===== config.mk =====
export PLATFORM = sky130hd
export DESIGN_NAME = w_mat_rd_seq
export DESIGN_NICKNAME = d
export VERILOG_FILES = /design/src/rtl/w_mat_rd_seq.sv
export SDC_FILE = /design/constraint.sdc
export NUM_CORES = 1
export LEC_CHECK = 0
export BUFFER_PORTS_ARGS = -buffer_cell sky130_fd_sc_hd__buf_2
export CAP_MARGIN = 0
export CORE_ASPECT_RATIO = 0.6
export CORE_UTILIZATION = 55
export CTS_CLUSTER_SIZE = 12
export DETAILED_ROUTE_END_ITERATION = 16
export GPL_ROUTABILITY_DRIVEN = 1
export PLACE_DENSITY = 0.82
export SYNTH_ARGS = -nofsm -noshare
export SYNTH_HDL_FRONTEND = slang
export SYNTH_SLANG_ARGS = --single-unit

===== constraint.sdc =====
create_clock -name clk -period 34.1 [get_ports clk]
set_input_delay 6.82 -clock clk [delete_from_list [all_inputs] [get_ports clk]]
set_output_delay 6.82 -clock clk [all_outputs]
set_load 0.1 [all_outputs]

===== src/rtl/w_mat_rd_seq.sv =====
// w_mat_rd_seq: read sequencer for the weight-matrix memory.
// Streams a contiguous range of weight rows (clamped to the memory size) to
// the MAC array over valid/ready. A 2-entry output buffer plus credit-based
// read issue hides the 1-cycle memory latency and sustains one row per cycle.
//
// Ports:
//   clk, rst                 clock, asynchronous active-high reset
//   start                    command pulse, sampled only in IDLE
//   cfg_first, cfg_num       first row and requested row count
//   busy, done               command in progress / one-cycle completion pulse
//   mem_rd_en, mem_in_c_idx  memory read request (combinational enable)
//   mem_w_vec                memory read data, valid 1 cycle after mem_rd_en
//   w_valid, w_ready         output handshake
//   w_vec, w_idx, w_last     output row, its index, final-row flag
module w_mat_rd_seq #(
  parameter int unsigned IN_C    = 34,
  parameter int unsigned OUT_C   = 32,
  parameter int unsigned W_WIDTH = 8,
  localparam int unsigned IN_C_WIDTH = $clog2(IN_C),
  localparam int unsigned CNT_WIDTH  = $clog2(IN_C + 1),
  localparam int unsigned ROW_WIDTH  = OUT_C * W_WIDTH
) (
  input  logic                  clk,
  input  logic                  rst,
  input  logic                  start,
  input  logic [IN_C_WIDTH-1:0] cfg_first,
  input  logic [CNT_WIDTH-1:0]  cfg_num,
  output logic                  busy,
  output logic                  done,
  output logic                  mem_rd_en,
  output logic [IN_C_WIDTH-1:0] mem_in_c_idx,
  input  logic [ROW_WIDTH-1:0]  mem_w_vec,
  output logic                  w_valid,
  input  logic                  w_ready,
  output logic [ROW_WIDTH-1:0]  w_vec,
  output logic [IN_C_WIDTH-1:0] w_idx,
  output logic                  w_last
);

  typedef enum logic [1:0] {IDLE, RUN, DRAIN} state_t;

  state_t                state_q, state_d;
  logic [IN_C_WIDTH-1:0] rd_idx_q;
  logic [CNT_WIDTH-1:0]  rd_left_q;
  logic                  pend_q, pend_last_q;
  logic [IN_C_WIDTH-1:0] pend_idx_q;
  logic                  s_valid, s_last;
  logic [ROW_WIDTH-1:0]  s_vec;
  logic [IN_C_WIDTH-1:0] s_idx;
  logic                  done_q;

  logic [CNT_WIDTH-1:0]  avail_c, eff_c;
  logic [1:0]            occ_c;
  logic                  pop_c, issue_last_c;

  // Effective row count: requested rows clamped to the rows left in memory.
  always_comb begin
    avail_c = '0;
    if (32'(cfg_first) < IN_C) avail_c = CNT_WIDTH'(IN_C - 32'(cfg_first));
    eff_c = (cfg_num < avail_c) ? cfg_num : avail_c;
  end

  // Occupancy after this cycle's pop: buffered rows plus the read whose data
  // is on mem_w_vec now. A new read may go out only if a slot remains for it.
  assign pop_c        = w_valid & w_ready;
  assign occ_c        = 2'(w_valid) + 2'(s_valid) + 2'(pend_q) - 2'(pop_c);
  assign issue_last_c = (rd_left_q == CNT_WIDTH'(1));

  always_ff @(posedge clk or posedge rst) begin
    if (rst) state_q <= IDLE;
    else     state_q <= state_d;
  end

  // Next-state and read issue.
  always_comb begin
    state_d   = state_q;
    mem_rd_en = 1'b0;
    case (state_q)
      IDLE:  if (start && eff_c != '0) state_d = RUN;
      RUN: begin
        if (occ_c < 2'd2) begin
          mem_rd_en = 1'b1;
          if (issue_last_c) state_d = DRAIN;
        end
      end
      DRAIN: if (pop_c && w_last) state_d = IDLE;
      default: state_d = IDLE;
    endcase
  end

  // Command counters, read tracking, completion pulse and output buffer.
  always_ff @(posedge clk or posedge rst) begin
    if (rst) begin
      rd_idx_q    <= '0;
      rd_left_q   <= '0;
      pend_q      <= 1'b0;
      pend_idx_q  <= '0;
      pend_last_q <= 1'b0;
      s_valid     <= 1'b0;
      s_vec       <= '0;
      s_idx       <= '0;
      s_last      <= 1'b0;
      w_valid     <= 1'b0;
      w_vec       <= '0;
      w_idx       <= '0;
      w_last      <= 1'b0;
      done_q      <= 1'b0;
    end else begin
      done_q <= 1'b0;

      if (state_q == IDLE && start) begin
        // Only load the address for a real command so it never goes out of range.
        if (eff_c != '0) rd_idx_q <= cfg_first;
        rd_left_q <= eff_c;
        done_q    <= (eff_c == '0);
      end

      if (mem_rd_en) begin
        rd_left_q <= rd_left_q - CNT_WIDTH'(1);
        if (!issue_last_c) rd_idx_q <= rd_idx_q + IN_C_WIDTH'(1);
      end

      pend_q      <= mem_rd_en;
      pend_idx_q  <= rd_idx_q;
      pend_last_q <= issue_last_c;

      if (state_q == DRAIN && pop_c && w_last) done_q <= 1'b1;

      // Head register feeds the outputs; s_* is the second slot.
      if (pop_c) begin
        if (s_valid) begin
          w_vec   <= s_vec;
          w_idx   <= s_idx;
          w_last  <= s_last;
          s_valid <= pend_q;
          if (pend_q) begin
            s_vec  <= mem_w_vec;
            s_idx  <= pend_idx_q;
            s_last <= pend_last_q;
          end
        end else begin
          w_valid <= pend_q;
          if (pend_q) begin
            w_vec  <= mem_w_vec;
            w_idx  <= pend_idx_q;
            w_last <= pend_last_q;
          end
        end
      end else if (pend_q) begin
        if (!w_valid) begin
          w_valid <= 1'b1;
          w_vec   <= mem_w_vec;
          w_idx   <= pend_idx_q;
          w_last  <= pend_last_q;
        end else begin
          s_valid <= 1'b1;
          s_vec   <= mem_w_vec;
          s_idx   <= pend_idx_q;
          s_last  <= pend_last_q;
        end
      end
    end
  end

  assign busy         = (state_q != IDLE);
  assign done         = done_q;
  assign mem_in_c_idx = rd_idx_q;

endmodule


==> results of run 1 <==
metal layers:
layer	global-route usage	wire length, µm	vias up
met2	0.480	30600	691
met1	0.360	24700	9265
met5	0	46	-
met4	0.117	2460	8
li1	-	-	8359
met3	0.0627	4270	176
worst max-delay path: stages:
cell	delay (ns)
buf_2	0.13
nand2_1	0.09
ha_1	0.30
ha_1	0.28
a21oi_1	0.07
xnor2_1	0.41
or2_0	0.45
inv_1	0.21
buf_2	0.35
registers in the layout (all words and copies together), names as in the netlist, 2 cells and up:
name	count
s_vec	256
w_vec	256
mem_in_c_idx	6
pend_idx_q	6
rd_left_q	6
s_idx	6
w_idx	6
state_q	2
Yosys cell counts, types with 2 or more instances:
library cell | number | area share
dfrtp_1 | 551 | 0.60
nand2_1 | 544 | 0.089
nor2_1 | 277 | 0.045
a31oi_1 | 264 | 0.072
mux2_2 | 251 | 0.12
clkbuf_1 | 107 | 0.017
buf_2 | 29 | 0.0063
ha_1 | 13 | 0.0071
inv_1 | 13 | 0.0021
mux2_1 | 12 | 0.0059
buf_1 | 10 | 0.0016
o21ai_0 | 9 | 0.0020
a21oi_1 | 7 | 0.0015
and3_1 | 6 | 0.0016
o211ai_1 | 6 | 0.0020
nand3_1 | 5 | 0.0011
nor3_1 | 5 | 0.0011
o21ai_1 | 5 | 0.0011
and2_1 | 4 | 0.0011
a211oi_2 | 3 | 0.0016
nor4_1 | 3 | 0.00081
o221ai_1 | 3 | 0.0011
o22ai_1 | 3 | 0.00081
xor2_1 | 3 | 0.0011
a211oi_1 | 2 | 0.00065
a21oi_2 | 2 | 0.00076
a221oi_2 | 2 | 0.0013
nand2b_1 | 2 | 0.00054
o32ai_1 | 2 | 0.00076
or3_1 | 2 | 0.00054
or4_1 | 2 | 0.00065
xnor2_1 | 2 | 0.00076
per-stage QoR:
stage	std cells	utilization	hold slack (ns)	instance area, µm²
2_1_floorplan	2173	-	0.464	23100
3_3_place_gp	3145	0.637	0.441	26000
3_5_place_dp	3145	0.637	0.444	26000
4_1_cts	3205	0.672	0.454	27400
5_1_grt	3215	0.672	0.480	27500
6_report	3219	0.672	0.460	27500
layout make-up:
| class | instances | area, µm² | share of cell area |
|---|---|---|---|
| Sequential cell | 551 | 13800 | 0.502 |
| Multi-Input combinational cell | 1460 | 8630 | 0.314 |
| Timing Repair Buffer | 560 | 2860 | 0.104 |
| Clock buffer | 59 | 1380 | 0.0502 |
| Tap cell | 560 | 701 | 0.0255 |
| Inverter | 14 | 60.1 | 0.00219 |
| Antenna cell | 14 | 35.0 | 0.00127 |
| Clock inverter | 1 | 30.0 | 0.00109 |
kinds of logic after synthesis:
kind of cell,after synthesis,share of synthesized area
AND/OR/NAND/NOR,860,0.145
XOR/XNOR,5,0.00190
buffers and inverters,162,0.0288
adder cells (fa/ha/maj),13,0.00706
flip-flops,551,0.598
AO/OA/AOI/OAI,319,0.0906
multiplexers,263,0.128
layout by cell type, fill, tap and decap left out, types with 13 or more instances in the layout:
master	instances
diode_2	14
a31oi_1	264
clkbuf_16	53
dfrtp_1	551
nand2_1	543
ha_1	13
buf_2	544
nor2_1	276
buf_4	15
mux2_2	251
worst max path at each step:
stage | from | endpoint | slack [ns]
finish | w_ready | mem_rd_en | 18.17
CTS | w_ready | mem_rd_en | 18.26
global placement | w_ready | mem_rd_en | 18.32
floorplan | rst | done | 11.87
global route | w_ready | mem_rd_en | 18.06
detailed placement | w_ready | mem_rd_en | 18.28
==> metrics, run 1 <==
FF-to-FF setup slack=29.02 ns; Slew @ Worst Pin=1.17 ns; die width=266 µm; Buffers on Ports=544; vias=18500; worst-path maximum fanout=8; drt drc=0; Max Slew Vio Count=0; EDFF count, synth=0; initial core utilization=0.564; HP Class=register to register; Vias/cell=5.75; top_reg_cell synth=dfrtp_1; largest net degree at the start of global routing=179; # clock sinks=551; synth warn=0; routability congestion estimate=0.904; Routed Antenna Nets=0; total CTS buffers=52; Fmax achieved=62.8 MHz; pre-CTS setup slack=18.28 ns; CTS max path bufs=3; Critical Path End Type=output pin; CTS root buffer=clkbuf_16; initial antenna violation count=16; num ports=545; vias in the first global route=18500; Post-Syn Nets=2458; Worst R2R Path Depth=8; max-capacitance violation count=0; RSZ-0062 raised after global routing=false; Routed WL=62100 µm; CTS tree=done; cell area after synthesis=0.0231 mm²; clock slew at reported path FFs=0.06 ns; detailed router's first-iteration violation count=1732; Setup TNS=0 ns; die height=161 µm; Yosys cell types=56; Synth async-reset ratio=1.00; CTS resizes=0; die area=0.0428 mm²; Gate Count Post-Synth=2173; worst reg2reg endpoint=w_vec[95]; Final Hold Viols=0; nets=2924; Cell Rows=57; Core Box Area=0.0409 mm²; setup bufs post-CTS=0; area added between synthesis and finish=19.2%; hold-fix buffers at CTS=0; Hold EP=pend_idx_q[5]; later-pin clock latency in the skew report=0.56 ns; Critical Path RT=27.28 ns; Seq cells post-synth=551; crit path DAT=9.11 ns; critical path class=primary input to output pin; Clock Skew=0.0131 ns; Final Worst Setup Slack=18.17 ns; WHS Path Cells=0; final setup vio count=0; gr ovfl total=0; Setup crit start kind=primary input; syn_area_per_cell=10.6 µm²; relative slew slack=0.221; wire per inst=19.3 µm; status=finished, final reports clean; first-pass GRT wire length=98000 µm; R2R Path Start=pend_q; fillers=2959; HP Start=mem_in_c_idx[5]; Final Cycle Share=0.467; DP HPWL=41000 µm; H-tree depth=2; share of cells above drive strength 1=0.336; Period minus WS final=15.93 ns; drt first pass iters=6; GRT Resource Usage Total=0.286; sequential-to-total area share from yosys stat=0.598
Power of run 1 is not shown: default switching activity piles up to over one toggle a cycle in this logic, so the estimate is an artifact.
==> run 2: changes to the inputs <==
--- a/config.mk
+++ b/config.mk
@@ -8,11 +8,11 @@
 export BUFFER_PORTS_ARGS = -buffer_cell sky130_fd_sc_hd__buf_2
 export CAP_MARGIN = 0
 export CORE_ASPECT_RATIO = 0.6
-export CORE_UTILIZATION = 55
+export CORE_UTILIZATION = 49
 export CTS_CLUSTER_SIZE = 12
 export DETAILED_ROUTE_END_ITERATION = 16
 export GPL_ROUTABILITY_DRIVEN = 1
-export PLACE_DENSITY = 0.82
+export PLACE_DENSITY = 0.78
 export SYNTH_ARGS = -nofsm -noshare
 export SYNTH_HDL_FRONTEND = slang
 export SYNTH_SLANG_ARGS = --single-unit
==> constraint.sdc (replaced) <==
create_clock -name clk -period 14.13 [get_ports clk]
set_input_delay 2.826 -clock clk [delete_from_list [all_inputs] [get_ports clk]]
set_output_delay 2.826 -clock clk [all_outputs]
set_load 0.1 [all_outputs]
==> run 2 against run 1 <==
  * Register-to-register slack got worse by 19 ns
  * Final cell count rose by 2.5%
  * Via count fell by 0.62%
  * Final area rose by 0.86%
==> metrics, run 2 (synthesized netlist as in run 1, its figures left out) <==
Setup crit start kind=primary input; num ports=545; Slowest cell on crit path=or2_0; fillers=3739; Critical Path End Type=output pin; CTS root buffer=clkbuf_16; HP Class=register to register; H-tree depth=2; R2R Path Start=w_valid; max-capacitance violation count=0; nets=2928; routability congestion estimate=0.934; Critical Path RT=11.30 ns; Fmax achieved=126 MHz; WHS Path Cells=0; initial core utilization=0.498; Core Box Area=0.0463 mm²; area added between synthesis and finish=20.2%; crit path buf inv count=3; total CTS buffers=54; # clock sinks=551; RSZ-0062 raised after global routing=false; Critical Path Source=w_ready; worst-path maximum fanout=8; critical path class=primary input to output pin; final setup vio count=0; setup bufs post-CTS=0; critical path's largest stage delay=0.48 ns; share of cells above drive strength 1=0.338; status=finished, final reports clean; Routed Antenna Nets=0; CTS resizes=0; Worst R2R Path Depth=8; Clock Skew=0.0159 ns; Final Cycle Share=0.563; die area=0.0480 mm²; hold-fix buffers at CTS=0; crit path DAT=5.13 ns; first-pass GRT wire length=94800 µm; relative slew slack=0.288; drt drc=0; later-pin clock latency in the skew report=0.57 ns; vias=18400; Final Hold Viols=0; Critical Path Stages=9; Max Slew Vio Count=0; Routed WL=60400 µm; Cell Rows=61; gr ovfl total=0; die width=282 µm; drt first pass iters=6; largest net degree at the start of global routing=233; crit-path cells=buf_2, nand2_1, ha_1, ha_1, a21oi_1, xnor2_1, or2_0, inv_1, buf_2; vias in the first global route=18100; top flop regs=s_vec x256, w_vec x256; GRT Resource Usage Total=0.244; Buffers on Ports=544; most frequent cells in the layout=dfrtp_1, buf_2, nand2_1, nor2_1, a31oi_1; commonest non-fill, non-tap cell in the layout=dfrtp_1; clock slew at reported path FFs=0.06 ns; wire per inst=18.3 µm; Period minus WS final=7.96 ns; delay-heaviest family, CP=buffers and inverters; die height=170 µm; initial antenna violation count=10; detailed router's first-iteration violation count=1530; HP Start=mem_in_c_idx[5]; Vias/cell=5.57; CTS tree=done; Setup TNS=0 ns; CTS max path bufs=3; DP HPWL=39900 µm; Slew @ Worst Pin=1.07 ns
[run 2: cell count changes in the layout (fill, tap and decap cells not counted), sizes merged]
cell      previous run  this run
buf                560       562
bufinv               1         0
clkbuf              59        70
clkinv               0         1
clkinvlp             0         3
diode               14         9
[run 2: layer usage]
metal,track usage,vias up,part of all wire
met2,0.404,726,0.49
met4,0.105,4,0.046
li1,-,8341,-
met3,0.0549,206,0.066
met1,0.310,9108,0.40
met5,0,-,0.00041
[run 2: final cells by class]
cell class | instances | area [µm²] | share of cell area
repair buffers | 562 | 2900 | 0.104
diodes | 9 | 22.5 | 0.000813
flip-flops and latches | 551 | 13800 | 0.497
inverters | 14 | 56.3 | 0.00203
clock buffers | 70 | 1510 | 0.0543
clock inverters | 4 | 28.8 | 0.00104
well taps | 630 | 788 | 0.0284
multi-input cells | 1460 | 8630 | 0.311
[run 2: per-stage QoR]
stage	area, µm²	instances	util	worst slack, ns	hold slack, ns
after floorplan	23100	2173	-	3.81	0.464
after global placement	26200	3217	0.565	6.33	0.467
after detailed placement	26200	3217	0.565	6.26	0.480
after CTS	27700	3291	0.598	6.23	0.489
after global routing	27700	3299	0.598	5.99	0.495
final	27700	3300	0.598	6.17	0.493
[run 2: final timing paths]
path	slack (ns)	endpoint
max	6.17	mem_rd_en
min in group asynchronous	2.55	s_vec[255]
min	0.49	pend_idx_q[5]
max reg2reg	10.17	w_vec[53]
max in group asynchronous	9.10	s_vec[74]
min reg2reg	0.49	pend_idx_q[5]
Power of run 2 is left out for the same reason.
==> run 3: changes to the inputs <==
--- a/config.mk
+++ b/config.mk
@@ -8,11 +8,11 @@
 export BUFFER_PORTS_ARGS = -buffer_cell sky130_fd_sc_hd__buf_2
 export CAP_MARGIN = 0
 export CORE_ASPECT_RATIO = 0.6
-export CORE_UTILIZATION = 49
+export CORE_UTILIZATION = 54
 export CTS_CLUSTER_SIZE = 12
 export DETAILED_ROUTE_END_ITERATION = 16
 export GPL_ROUTABILITY_DRIVEN = 1
-export PLACE_DENSITY = 0.78
+export PLACE_DENSITY = 0.81
 export SYNTH_ARGS = -nofsm -noshare
 export SYNTH_HDL_FRONTEND = slang
 export SYNTH_SLANG_ARGS = --single-unit
==> constraint.sdc (replaced) <==
create_clock -name clk -period 7.8 [get_ports clk]
set_input_delay 1.56 -clock clk [delete_from_list [all_inputs] [get_ports clk]]
set_output_delay 1.56 -clock clk [all_outputs]
set_load 0.1 [all_outputs]
==> run 3 against run 2 <==
  * Flip-flop and latch count did not move
  * First-iteration DRC count rose by 20%
  * Die area fell by 9.2%
  * Final area fell by 0.79%
  * Via count rose by 0.51%
  * Non-clock buffer count fell by 5
==> metrics, run 3 (synthesized netlist as in run 1, its figures left out) <==
Critical Path RT=6.24 ns; vias=18500; Core Box Area=0.0420 mm²; Final Cycle Share=0.690; die area=0.0436 mm²; Vias/cell=5.73; WHS Path Cells=0; CTS tree=done; worst reg2reg endpoint=s_vec[72]; top flop regs=s_vec x256, w_vec x256; most frequent cells in the layout=dfrtp_1, buf_2, nand2_1, nor2_1, a31oi_1; final setup vio count=0; FF-to-FF setup slack=4.49 ns; GRT Resource Usage Total=0.276; relative slew slack=0.0775; Slew @ Worst Pin=1.38 ns; Routed WL=61600 µm; routability congestion estimate=0.931; die width=269 µm; status=finished, final reports clean; HP Class=register to register; Final Hold Viols=0; CTS max path bufs=3; first-pass GRT wire length=96400 µm; wire per inst=19.1 µm; vias in the first global route=18500; Hold EP=pend_idx_q[5]; Cell Rows=58; nets=2921; Placed Area=0.0261 mm²; DP HPWL=40500 µm; Min Hold Slack=0.443 ns; Period minus WS final=5.39 ns; initial core utilization=0.549; largest net degree at the start of global routing=231; crit path DAT=3.83 ns; share of cells above drive strength 1=0.334; clock slew at reported path FFs=0.06 ns; fin area=0.0275 mm²; gr ovfl total=0; Fmax achieved=186 MHz; drt first pass iters=5; num ports=545; later-pin clock latency in the skew report=0.57 ns; placed insts=3152; worst-path maximum fanout=8; detailed router's first-iteration violation count=1834; Routed Antenna Nets=0; setup bufs post-CTS=0; Layout Utilization=0.654; max-capacitance violation count=0; H-tree depth=2; CTS root buffer=clkbuf_16; CTS resizes=0; Buffers on Ports=544; Critical Path End Type=output pin; area added between synthesis and finish=19.3%; fin cells=3224; critical path class=primary input to output pin; total CTS buffers=52; hold-fix buffers at CTS=0; Setup crit start kind=primary input; R2R Path Start=pend_q; commonest non-fill, non-tap cell in the layout=dfrtp_1; fillers=3156; die height=162 µm; # clock sinks=551; Max Slew Vio Count=0; RSZ-0062 raised after global routing=false; Worst R2R Path Depth=6; initial antenna violation count=13; HP Start=mem_in_c_idx[5]; Clock Skew=0.0158 ns; drt drc=0
-- run 3: per-stage QoR --
step                      TNS, ns  setup WS (ns)
after global routing            0           2.24
after CTS                       0           2.47
after floorplan           -693.07          -1.26
after detailed placement        0           2.47
after global placement          0           2.51
final                           0           2.41
-- run 3: worst max-delay path by stage --
| stage | start | slack [ns] | end |
|---|---|---|---|
| finish | w_ready | 2.41 | mem_rd_en |
| global route | w_ready | 2.24 | mem_rd_en |
| CTS | w_ready | 2.47 | mem_rd_en |
| detailed placement | w_ready | 2.47 | mem_rd_en |
| global placement | w_ready | 2.51 | mem_rd_en |
| floorplan | rst | -1.26 | done |
-- run 3: critical path, cell delays in order --
cell	delay, ns
buf_2	0.14
nand2_1	0.09
ha_1	0.30
ha_1	0.28
a21oi_1	0.07
xnor2_1	0.40
or2_0	0.42
inv_1	0.21
buf_2	0.35
-- run 3: layout make-up --
type                    count  area (µm²)  share of cell area
clock inverters             1        30.0             0.00109
well taps                 570         713              0.0259
inverters                  14        56.3             0.00205
flip-flops and latches    551       13800               0.501
repair buffers            557        2900               0.105
clock buffers              62        1360              0.0495
diodes                      9        22.5            0.000819
multi-input cells        1460        8630               0.314
-- run 3: layer usage --
metal  part of all wire  GRT usage
met1               0.40      0.358
met4              0.049      0.135
met5            0.00075          0
met3              0.074     0.0659
met2               0.47      0.439
Power of run 3 is left out for the same reason.
